File: src/rtl/uart_line_editor.sv
`default_nettype none
// ============================================================================
// Module  : uart_line_editor
// Brief   : Collects a received text line with backspace editing, then
//           replays it (optionally followed by CR LF) to the UART transmitter.
// Revision: 1.0 - initial release
// ============================================================================
module uart_line_editor #(
    parameter int LINE_MAX    = 32,
    parameter int DATA_WIDTH  = 8,
    parameter int APPEND_CRLF = 1
) (
    input  logic                             clk,
    input  logic                             rst,
    input  logic [DATA_WIDTH-1:0]            rx_data,
    input  logic                             rx_valid,
    input  logic                             tx_busy,
    output logic [DATA_WIDTH-1:0]            tx_data,
    output logic                             tx_trigger,
    output logic [$clog2(LINE_MAX+1)-1:0]    line_len,
    output logic                             sending,
    output logic                             rx_drop
);

    localparam int c_LEN_W = $clog2(LINE_MAX + 1);
    localparam int c_IDX_W = $clog2(LINE_MAX + 3);

    localparam logic [DATA_WIDTH-1:0] c_CR  = DATA_WIDTH'(8'h0D);
    localparam logic [DATA_WIDTH-1:0] c_LF  = DATA_WIDTH'(8'h0A);
    localparam logic [DATA_WIDTH-1:0] c_BS  = DATA_WIDTH'(8'h08);
    localparam logic [DATA_WIDTH-1:0] c_DEL = DATA_WIDTH'(8'h7F);

    localparam logic [1:0] c_COLLECT   = 2'd0;
    localparam logic [1:0] c_WAIT_IDLE = 2'd1;
    localparam logic [1:0] c_ISSUE     = 2'd2;
    localparam logic [1:0] c_WAIT_ACK  = 2'd3;

    logic [1:0]            r_state;
    logic [1:0]            w_state_nxt;
    logic [c_IDX_W-1:0]    r_idx;
    logic [c_IDX_W-1:0]    w_idx_nxt;
    logic [c_IDX_W-1:0]    w_idx_inc;
    logic [c_IDX_W-1:0]    w_total;
    logic [c_LEN_W-1:0]    w_len_nxt;
    logic [DATA_WIDTH-1:0] w_tx_data_nxt;
    logic [DATA_WIDTH-1:0] w_seq_byte;
    logic                  w_drop_nxt;
    logic                  w_wr_en;
    logic                  w_is_term;
    logic                  w_is_bs;
    logic                  w_more;

    // One spare entry keeps the index width equal to the line_len width.
    logic [DATA_WIDTH-1:0] r_buf [0:LINE_MAX];

    assign w_is_term = (rx_data == c_CR) || (rx_data == c_LF);
    assign w_is_bs   = (rx_data == c_BS) || (rx_data == c_DEL);
    assign w_idx_inc = r_idx + c_IDX_W'(1);
    assign w_total   = c_IDX_W'(line_len) + c_IDX_W'((APPEND_CRLF != 0) ? 2 : 0);
    assign w_more    = (w_idx_inc < w_total);

    // Replay sequence: body bytes, then CR, then LF.
    always_comb begin
        w_seq_byte = c_LF;
        if (w_idx_inc < c_IDX_W'(line_len))
            w_seq_byte = r_buf[w_idx_inc[c_LEN_W-1:0]];
        else if (w_idx_inc == c_IDX_W'(line_len))
            w_seq_byte = c_CR;
    end

    // State register and registered outputs
    always_ff @(posedge clk) begin
        if (rst) begin
            r_state    <= c_COLLECT;
            r_idx      <= '0;
            line_len   <= '0;
            tx_data    <= '0;
            tx_trigger <= 1'b0;
            sending    <= 1'b0;
            rx_drop    <= 1'b0;
        end else begin
            r_state    <= w_state_nxt;
            r_idx      <= w_idx_nxt;
            line_len   <= w_len_nxt;
            tx_data    <= w_tx_data_nxt;
            tx_trigger <= (w_state_nxt == c_ISSUE);
            sending    <= (w_state_nxt != c_COLLECT);
            rx_drop    <= w_drop_nxt;
        end
    end

    always_ff @(posedge clk) begin
        if (w_wr_en)
            r_buf[line_len] <= rx_data;
    end

    // Next-state logic
    always_comb begin
        w_state_nxt = r_state;
        case (r_state)
            c_COLLECT:
                if (rx_valid && w_is_term && (line_len != '0))
                    w_state_nxt = c_WAIT_IDLE;
            c_WAIT_IDLE:
                if (!tx_busy)
                    w_state_nxt = c_ISSUE;
            c_ISSUE:
                w_state_nxt = c_WAIT_ACK;
            c_WAIT_ACK:
                if (tx_busy)
                    w_state_nxt = w_more ? c_WAIT_IDLE : c_COLLECT;
            default:
                w_state_nxt = c_COLLECT;
        endcase
    end

    // Datapath / output next values
    always_comb begin
        w_len_nxt     = line_len;
        w_idx_nxt     = r_idx;
        w_tx_data_nxt = tx_data;
        w_drop_nxt    = 1'b0;
        w_wr_en       = 1'b0;
        case (r_state)
            c_COLLECT: begin
                if (rx_valid) begin
                    if (w_is_term) begin
                        if (line_len != '0) begin
                            w_idx_nxt     = '0;
                            w_tx_data_nxt = r_buf[0];
                        end
                    end else if (w_is_bs) begin
                        if (line_len != '0)
                            w_len_nxt = line_len - c_LEN_W'(1);
                    end else if (line_len < c_LEN_W'(LINE_MAX)) begin
                        w_wr_en   = 1'b1;
                        w_len_nxt = line_len + c_LEN_W'(1);
                    end else begin
                        w_drop_nxt = 1'b1;
                    end
                end
            end
            c_WAIT_ACK: begin
                w_drop_nxt = rx_valid;
                if (tx_busy) begin
                    if (w_more) begin
                        w_idx_nxt     = w_idx_inc;
                        w_tx_data_nxt = w_seq_byte;
                    end else begin
                        w_idx_nxt = '0;
                        w_len_nxt = '0;
                    end
                end
            end
            default:
                w_drop_nxt = rx_valid;
        endcase
    end

endmodule
`default_nettype wire

File: config.mk
export PLATFORM = sky130hd
export DESIGN_NAME = uart_line_editor
export DESIGN_NICKNAME = d
export VERILOG_FILES = /design/src/rtl/uart_line_editor.sv
export SDC_FILE = /design/constraint.sdc
export NUM_CORES = 1
export LEC_CHECK = 0
export CAP_MARGIN = 20
export CORE_ASPECT_RATIO = 1.5
export CORE_MARGIN = 2
export CORE_UTILIZATION = 35
export CTS_CLUSTER_DIAMETER = 50
export CTS_CLUSTER_SIZE = 8
export DETAILED_ROUTE_END_ITERATION = 6
export DONT_BUFFER_PORTS = 1
export GPL_ROUTABILITY_DRIVEN = 0
export PLACE_DENSITY = 0.55
export REMOVE_ABC_BUFFERS = 1
export SLEW_MARGIN = 20
export SYNTH_ARGS = -nofsm -noshare
export SYNTH_HDL_FRONTEND = slang
export SYNTH_SLANG_ARGS = --single-unit
File: constraint.sdc
create_clock -name clk -period 3.25 [get_ports clk]
set_clock_uncertainty 0.1 [all_clocks]
set_input_delay 0.8125 -clock clk [delete_from_list [all_inputs] [get_ports clk]]
set_output_delay 0.8125 -clock clk [all_outputs]
set_load 0.02 [all_outputs]
# After elaboration in Yosys (flattened, before gate mapping)
# Memory sizes are Yosys's and may differ from the RTL's.
# Cells that the tools add are included.
dict set report word_totals {
  output_inout_bits 17
  latch_bits 0
  mem_bits_rw 264
  romBits 0
  regBits 25
  memories 1
}
# memory depth width read_ports rd_clocked_by_memory_dff write_ports line
set memory_table {}
lappend memory_table {r_buf 33 8 2 0 1 54} ;# logic [DATA_WIDTH-1:0] r_buf [0:LINE_MAX];
dict set report op_classes {
  n_div 0
  shift 0
  n_reduce_logical 11
  n_bitwise 0
  mul 0
  magnitude_cmp 3
  muxes 39
  eq_ne 18
  n_addsub 4
}
# operator count
set op_table {}
lappend op_table {{two-way mux 6 bit} 12}
lappend op_table {{two-way mux 8 bit} 6}
lappend op_table {{equality test 8 x 4 -> 1 bit, second input constant} 3}
lappend op_table {{case mux 6 bit (2 select lines)} 2}
lappend op_table {{case mux 8 bit (2 select lines)} 1}
lappend op_table {{!= test 2 bit, second input constant} 7}
lappend op_table {{two-way mux 1 bit} 13}
lappend op_table {{adder 6 x 1 -> 6 bit, second input constant} 2}
lappend op_table {{< comparator 6 bit} 2}
lappend op_table {{equality test 8 x 7 -> 1 bit, second input constant} 1}
lappend op_table {{case mux 2 bit (4 select lines)} 1}
lappend op_table {{AND reduction 7 bit} 1}
lappend op_table {{adder 6 x 2 -> 6 bit, second input constant} 1}
lappend op_table {{equality test 2 bit, second input constant} 3}
lappend op_table {{equality test 6 bit} 1}
lappend op_table {{< comparator 6 bit, second input constant} 1}
lappend op_table {{two-way mux 2 bit} 3}
lappend op_table {{!= test 3 bit, second input constant} 2}
lappend op_table {{AND reduction 6 bit} 1}
lappend op_table {{nonzero test 6 bit} 1}
lappend op_table {{subtractor 6 x 1 -> 6 bit, second input constant} 1}
lappend op_table {{AND reduction 5 bit} 1}
lappend op_table {{nonzero test 2 bit} 2}
lappend op_table {{two-way mux 3 bit} 1}
lappend op_table {{other kinds (4)} 6}

# Longest topological paths before layout
# Gate-level depths: netlist (run 1).
dict set report logic_depth {
  depth_word 8
  mapped_depth 13
  mapped_depth_nobuf 11
}

# Worst setup path after synthesis (run 1)
# Ideal clock, no wire load.
dict set report synth_timing {
  path_type {input port to flip-flop}
  start {input rx_data[7]}
  end {memory r_buf[32][0] (enable)}
  stages 6
  slack_ns 0.127
  t_arrival_ns 2.625
  required_ns 2.752
  n_path_buf 0
  cell_sequence {nand2b_1 nor2_1 a31oi_1 ha_1 nand4_1 nor4b_1}
}
dict set report synth_between {
  elab_chain_len 8
}
# item line
set synth_lines {}
lappend synth_lines {{from (decl)} 15} ;# input logic [DATA_WIDTH-1:0] rx_data,
lappend synth_lines {{equality test 8 x 4 -> 1 bit / equality test 8 x 7 -> 1 bit (equally long branches)} 57} ;# assign w_is_bs = (rx_data == c_BS) || (rx_data == c_DEL);
lappend synth_lines {{logical OR 1 bit} 57}
lappend synth_lines {{two-way mux 1 bit} 132} ;# end else if (w_is_bs) begin
lappend synth_lines {{two-way mux 1 bit *} 127} ;# if (w_is_term) begin
lappend synth_lines {{two-way mux 1 bit *} 126} ;# if (rx_valid) begin
lappend synth_lines {{two-way mux 1 bit *} 124} ;# case (r_state)
lappend synth_lines {{two-way mux 1 bit *} 93} ;# if (w_wr_en)
lappend synth_lines {{two-way mux 1 bit (implied by the code) *} 94} ;# r_buf[line_len] <= rx_data;
lappend synth_lines {{to (decl)} 54}
# Mark *: on every way between the ends. The rest lies on a longest branch, timed or not.

# Final worst setup path (run 1)
dict set report layout_timing {
  start {register r_idx[2]}
  end {register tx_data[2]}
}
dict set report layout_between {
  elab_chain_len 7
}
# item line
set layout_lines {}
lappend layout_lines {{from (decl)} 40} ;# logic [c_IDX_W-1:0] r_idx;
lappend layout_lines {{from (signal assigned)} 83} ;# r_idx <= w_idx_nxt;
lappend layout_lines {{adder 6 x 1 -> 6 bit *} 58} ;# assign w_idx_inc = r_idx + c_IDX_W'(1);
lappend layout_lines {{branches (longest 6 deep; another with memory read (33 x 8 bit))} -}
lappend layout_lines {{to (signal assigned)} 85} ;# tx_data <= w_tx_data_nxt;
lappend layout_lines {{to (decl)} 18} ;# output logic [DATA_WIDTH-1:0] tx_data,
# Mark *: on every way between the ends. The select of a mux whose other input is x is not followed.
# A chain may end at the register's enable or synchronous reset.

==> results.sh, run 1 <==
export IMPL_outcome="complete, no violations"
export IMPL_clkTransAtPathRegs_ps=50
export IMPL_cts_buffer_depth=3
export IMPL_numClockSinks=289
export IMPL_grt_busiest_layer="met2"
export IMPL_rows=83
export IMPL_firstDrtPassIters=5
export IMPL_start_kind="register"
export IMPL_layout_nets=819
export IMPL_ys_warn_count=0
export IMPL_ir_worst_vdd_v=0.000326
export IMPL_tns_ps=0
export IMPL_reg2reg_slack_ps=210
export IMPL_postRouteAntennaNets=0
export IMPL_synth_distinct_cells=71
export IMPL_via_count=6722
export IMPL_start_util_pct=35.6
export IMPL_syn_inst=708
export IMPL_path_class="reg2reg"
export IMPL_gr_total_overflow=0
export IMPL_use_met3_pct=2.72
export IMPL_syn_avg_cell_area_um2=17.2
export IMPL_cts_htree_levels=2
export IMPL_grt_pass1_wl_mm=45.2
export IMPL_die_area_um2=36400
export IMPL_syn_area_um2=12200
export IMPL_cp_max_fo=8
export IMPL_setup_viol=0
export IMPL_postLayoutCoreUtil_pct=41.6
export IMPL_fillers=3042
export IMPL_cts_tree="yes"
export IMPL_whs_ps=252
export IMPL_wire_per_inst_um=24.4
export IMPL_core_region_area_um2=34300
export IMPL_layout_min_cycle_time_ps=3040
export IMPL_fin_crit_sh_pct=93.4
export IMPL_grt_max_degree=69
export IMPL_vias_per_cell=5.47
export IMPL_min_to="line_len[0]"
export IMPL_power_density_nw_per_um2=575
export IMPL_synthTopCellsByArea="edfxtp_1 (65%), mux4_2 (12%), dfxtp_1 (4.1%)"
export IMPL_detailed_place_hpwl_mm=19.9
export IMPL_cts_made_buffers=42
export IMPL_fmaxAchievable_ghz=0.329
export IMPL_grtUsageMet1_pct=18.8
export IMPL_cts_repair_resized=0
export IMPL_hold_violations=0
export IMPL_ff2ff_path_depth=9
export IMPL_die_w_um=156
export IMPL_dieHeight_um=233
export IMPL_power_leakage_nw=4.55
export IMPL_tightest_slew_ps=751
export IMPL_yosysTopAreaCellShare_pct=65.0
export IMPL_antenna_found_initial=0
export IMPL_synth_seq_cells=289
export IMPL_cp_required_ps=3570
export IMPL_hold_class="in2reg"
export IMPL_hold_buffers=0
export IMPL_crit_slowest_cell="dfxtp_1"
export IMPL_r2r_end="tx_data[2]"
export IMPL_path_common_cell="a21oi_1"
export IMPL_min_path_cells=1
export IMPL_maxCapViolations=0
export IMPL_n_antenna_cell=0
export IMPL_postSynth_asyncResetShare_pct=0
export IMPL_worst_hold_startpoint="rst"
export IMPL_clk_latency_ps=530
export IMPL_grt_usage_pct=16.9
export IMPL_slew_headroom_pct=49.4
export IMPL_path_cells="nand3_4, or3_1, and2_1, inv_4, ha_1, a21oi_1, a21oi_1, o311a_1, a2111oi_4"
export IMPL_wl_mm=29.9
export IMPL_drv_slew=0
export IMPL_synth_top_area_cell="edfxtp_1"
export IMPL_rsz0062_at_grt="no"
export IMPL_regToRegStartpoint="r_idx[2]"
export IMPL_crit_path_end_kind="register"
export IMPL_slowest_delay_ps=550
export IMPL_yosysMostFrequentCell="edfxtp_1"
export IMPL_use_met2_pct=31.4
export IMPL_ys_flop_type="edfxtp_1"
export IMPL_yosysSeqAreaShare_pct=69.2
export IMPL_post_cts_buffers=0
export IMPL_grt_pass1_vias=7180
export IMPL_synthToLayoutAreaGrowth_pct=16.9
export IMPL_synth_commonest_cells="edfxtp_1 (264), mux4_2 (67), nor2_1 (61)"
export IMPL_cts_root_buffer="clkbuf_16"
export IMPL_drtIter0Drc=697
export IMPL_ios=29
export IMPL_io_buffer_count=0
export IMPL_crit_arrival_ps=3360
export IMPL_synth_edf_count=264
export IMPL_drive_above_1_share_pct=24.5
export IMPL_drc=0
-- through the flow --
stage	instances	total power [mW]	instance area [um^2]	setup WS (ps)
6_report	1228	8.19	14200	213
5_1_grt	1228	8.44	14200	40.7
4_1_cts	1228	8.27	14200	235
3_5_place_dp	1166	4.32	13100	-160
3_3_place_gp	1166	4.32	13100	16.6
2_1_floorplan	677	4.26	12000	-3150
-- worst max-delay path by stage --
stage	from	end	slack [ps]	cells after the start
floorplan	r_idx[0]	tx_data[2]	-3150	8
global placement	rx_data[4]	line_len[4]	20	7
detailed placement	rx_data[4]	line_len[5]	-160	11
CTS	r_idx[2]	tx_data[2]	230	10
global route	r_idx[0]	tx_data[5]	40	11
finish	r_idx[2]	tx_data[2]	210	9
-- worst max-delay path: cells and delay by family (launching register included) --
kind                     cells  cell delay [ps]
AO/OA/AOI/OAI                4             1160
AND/OR/NAND/NOR              3              820
flip-flops                   1              550
adder cells (fa/ha/maj)      1              240
buffers and inverters        1               60
-- layer usage --
| metal | wire length, um | vias to the layer above |
|---|---|---|
| met5 | 0 | - |
| met4 | 1290 | 0 |
| met3 | 1420 | 63 |
| met2 | 16200 | 201 |
| met1 | 11000 | 3473 |
| li1 | - | 2985 |
-- cells in the final DEF, fill, tap and decap left out, types with 10 or more instances in the layout --
cell type and count:
edfxtp_1 264, mux4_2 67, buf_4 63, nor2_1 61, nand2_1 45, clkbuf_16 43
dfxtp_1 24, a21oi_1 23, nand3_1 20, ha_1 20, clkbuf_1 17, inv_1 16
mux2i_1 10
-- power breakdown --
part	switching [mW]	internal, mW	leakage, nW
clock network	1.47	2.47	0.569
registers	0.0241	4.09	2.58
logic	0.0879	0.0516	1.40
total	1.58	6.61	4.55
-- final cells by class --
cell class                      count  area (um^2)  area share [%]
Tap cell                          425          532            3.73
Clock buffer                       60         1140            8.00
Timing Repair Buffer               64          493            3.46
Clock inverter                      2         38.8           0.272
Sequential cell                   289         8430            59.2
Inverter                           18         70.1           0.492
Multi-Input combinational cell    370         3540            24.8
-- cells by family after synthesis --
family | share of synthesized area (%)
compound gates | 5.86
xor+xnor | 0.852
fa+ha+maj | 2.32
buf+inv | 1.97
flops | 69.2
mux | 13.3
simple gates | 6.55
-- flip-flops by register name, indices dropped and copies added (netlist names) --
| name | count |
|---|---|
| r_state | 2 |
| line_len | 6 |
| tx_data | 8 |
| rx_drop | 1 |
| r_idx | 6 |
| r_buf | 264 |
| tx_trigger | 1 |
| sending | 1 |
No activity file was read; power rests on OpenSTA's default activity.
==> run 2, diff against run 1 <==
--- a/config.mk
+++ b/config.mk
@@ -5,7 +5,6 @@
 export SDC_FILE = /design/constraint.sdc
 export NUM_CORES = 1
 export LEC_CHECK = 0
-export CAP_MARGIN = 20
 export CORE_ASPECT_RATIO = 1.5
 export CORE_MARGIN = 2
 export CORE_UTILIZATION = 35
==> results of run 2 <==
Same layout as run 1: the final DEF is identical, and so are final timing and power.
==> patch: new RTL, settings of run 1 <==
Put one more register stage on the output `tx_data`, cleared by the reset. The value now appears one clock later. The other outputs are not delayed to match.
--- a/src/rtl/uart_line_editor.sv
+++ b/src/rtl/uart_line_editor.sv
@@ -34,6 +34,8 @@
     localparam logic [1:0] c_WAIT_IDLE = 2'd1;
     localparam logic [1:0] c_ISSUE     = 2'd2;
     localparam logic [1:0] c_WAIT_ACK  = 2'd3;
+
+    logic [DATA_WIDTH-1:0] tx_data_s0;
 
     logic [1:0]            r_state;
     logic [1:0]            w_state_nxt;
@@ -74,7 +76,7 @@
             r_state    <= c_COLLECT;
             r_idx      <= '0;
             line_len   <= '0;
-            tx_data    <= '0;
+            tx_data_s0 <= '0;
             tx_trigger <= 1'b0;
             sending    <= 1'b0;
             rx_drop    <= 1'b0;
@@ -82,7 +84,7 @@
             r_state    <= w_state_nxt;
             r_idx      <= w_idx_nxt;
             line_len   <= w_len_nxt;
-            tx_data    <= w_tx_data_nxt;
+            tx_data_s0 <= w_tx_data_nxt;
             tx_trigger <= (w_state_nxt == c_ISSUE);
             sending    <= (w_state_nxt != c_COLLECT);
             rx_drop    <= w_drop_nxt;
@@ -118,7 +120,7 @@
     always_comb begin
         w_len_nxt     = line_len;
         w_idx_nxt     = r_idx;
-        w_tx_data_nxt = tx_data;
+        w_tx_data_nxt = tx_data_s0;
         w_drop_nxt    = 1'b0;
         w_wr_en       = 1'b0;
         case (r_state)
@@ -157,6 +159,14 @@
         endcase
     end
 
+    always_ff @(posedge clk) begin
+        if (rst) begin
+            tx_data <= '0;
+        end else begin
+            tx_data <= tx_data_s0;
+        end
+    end
+
 endmodule
 `default_nettype wire
 
Behaviour: not the same (Yosys sat finds a counterexample within 4 cycles, from zero or initial values and one cycle with rst high).
==> patch against run 1 <==
- synthesized area is 1.9% higher
- design area is 2.8% higher
- sequential cell count is 8 higher
- hold slack worse by 5.5 ps
- first-iteration DRC count is 42% lower
- non-clock buffer count is 7 higher
- sequential power is 3% higher
- wire length is 3.9% higher
- worst setup slack worse by 6.3 ps
- power is 3.3% higher
==> patch: results (changes against run 1) <==
| Metric | Value |
|---|---|
| Fillers | 3144 (+3.4%) |
| Fin crit share | 93.6% (+0.19 points) |
| Syn_area_per_cell | 16.4 um^2 (-4.7%) |
| FF-to-FF End | tx_data_s0[1] |
| Critical Path Fanout Max | 7 (-1) |
| Adder-cell share of the synthesized area | 2.37% (+0.048 points) |
| CP endpoint kind | register |
| Min-Delay Endpoint | line_len[2] |
| Area after DPL | 13400 um^2 (+2.7%) |
| LEAKAGE | 4.75 nW (+4.4%) |
| Number of global-route vias before repair | 7455 (+3.8%) |
| Detailed Route Iter0 Violations | 401 (-42%) |
| Synth top area cells | edfxtp_1, mux4_2, dfxtp_1 |
| GR Util met3 | 2.64% (-0.082 points) |
| CTS Buffer Depth | 3 (unchanged) |
| Synth Area in Compound Gates | 4.98% (-0.88 points) |
| DR WL/cell | 23.3 um (-4.2%) |
| Total Routed Length | 31100 um (+3.9%) |
| WL met3 | 1160 um (-18%) |
| Worst hold path depth | 1 (unchanged) |
| Met1 wire length | 11900 um (+7.9%) |
| Reg2reg start | r_idx[1] |
| Met2 Track Usage GR | 30.9% (-0.50 points) |
| Met1 Track Usage GR | 20.1% (+1.3 points) |
| DR WL met2 | 16600 um (+2.2%) |
| Post-synthesis cell type count | 67 (-5.6%) |
| Final Cell Area | 14600 um^2 (+2.8%) |
| Reg2Reg Depth | 12 (+3) |
| XOR/XNOR Fraction of Synth Area | 1.15% (+0.30 points) |
| Power density cells | 578 nW/um^2 (+0.51%) |
| Fraction of registers with async set or reset after synthesis | 0% (unchanged) |
| Max-slew headroom | 60.2% (+11 points) |
| Largest net degree at the start of global routing | 44 (-36%) |
| Commonest cells in the synthesized netlist | edfxtp_1, nand2_1, mux4_2 |
| Int Pwr | 6.78 mW (+2.7%) |
| Hpwl dp | 20400 um (+2.4%) |
| Max VDD drop | 365 uV (+12%) |
| First-pass GRT wire length | 47000 um (+3.9%) |
| Share of cells above drive strength 1 | 23.6% (-0.90 points) |
| Crit path DAT | 3350 ps (about the same) |
| Num CTS Buffers | 43 (+2.4%) |
| Post-Place Worst Slack | 114 ps (+274 ps) |
| GRT Resource Usage Total | 17.3% (+0.40 points) |
| Post-synth EDFFs | 264 (unchanged) |
| Top Registers | r_buf: 264 flops, tx_data: 8 flops, tx_data_s0: 8 flops |
| Post-synthesis sequential area ratio | 69.2% (about the same) |
| Fin Hold WS | 246 ps (-5.51 ps) |
| Multiplexer share of the synthesized area | 12.6% (-0.71 points) |
| Avg Vias per Cell | 5.19 (-5.2%) |
| Comb pwr | 0.219 mW (+56%) |
| DP Cell Count | 1269 (+8.8%) |
| NumNets Final | 875 (+6.8%) |
| Status | finished, final reports clean |
| Seq pwr share | 49.9% (-0.4 points) |
[patch: cell type report]
type	instances	share of cell area, %
timing repair buffer	71	3.90
clock buffer	62	8.19
multi-input combinational	411	24.7
inverter	17	0.453
clock inverter	1	0.0513
tap	473	4.04
sequential	297	58.7
[patch: what timing repair did]
item                                    4_1_cts  5_1_grt
gates resized for setup                       0        5
hold buffers                                  0        0
endpoints found under the setup margin        0        4
[patch: cell families (layout without fill, tap and decap cells)]
kind of cell               after synthesis  after routing
muxes                                   76             76
DFF                                    297            297
and+or+nand+nor                        209            209
buffers and inverters                   49            151
AOI/OAI and AO/OA                       91             91
adders and majority gates               23             23
xor gates and xnor gates                12             12
[patch: critical path, stage by stage, from the launching register on]
cell and delay [ps]:
dfxtp_1 400, ha_4 230, nand3_1 110, xor2_1 190
inv_1 220, ha_1 340, nand2_1 70, o2111ai_1 200
a41o_1 350, or2_2 180, a21oi_1 60, a2111oi_1 380
nor3_1 90
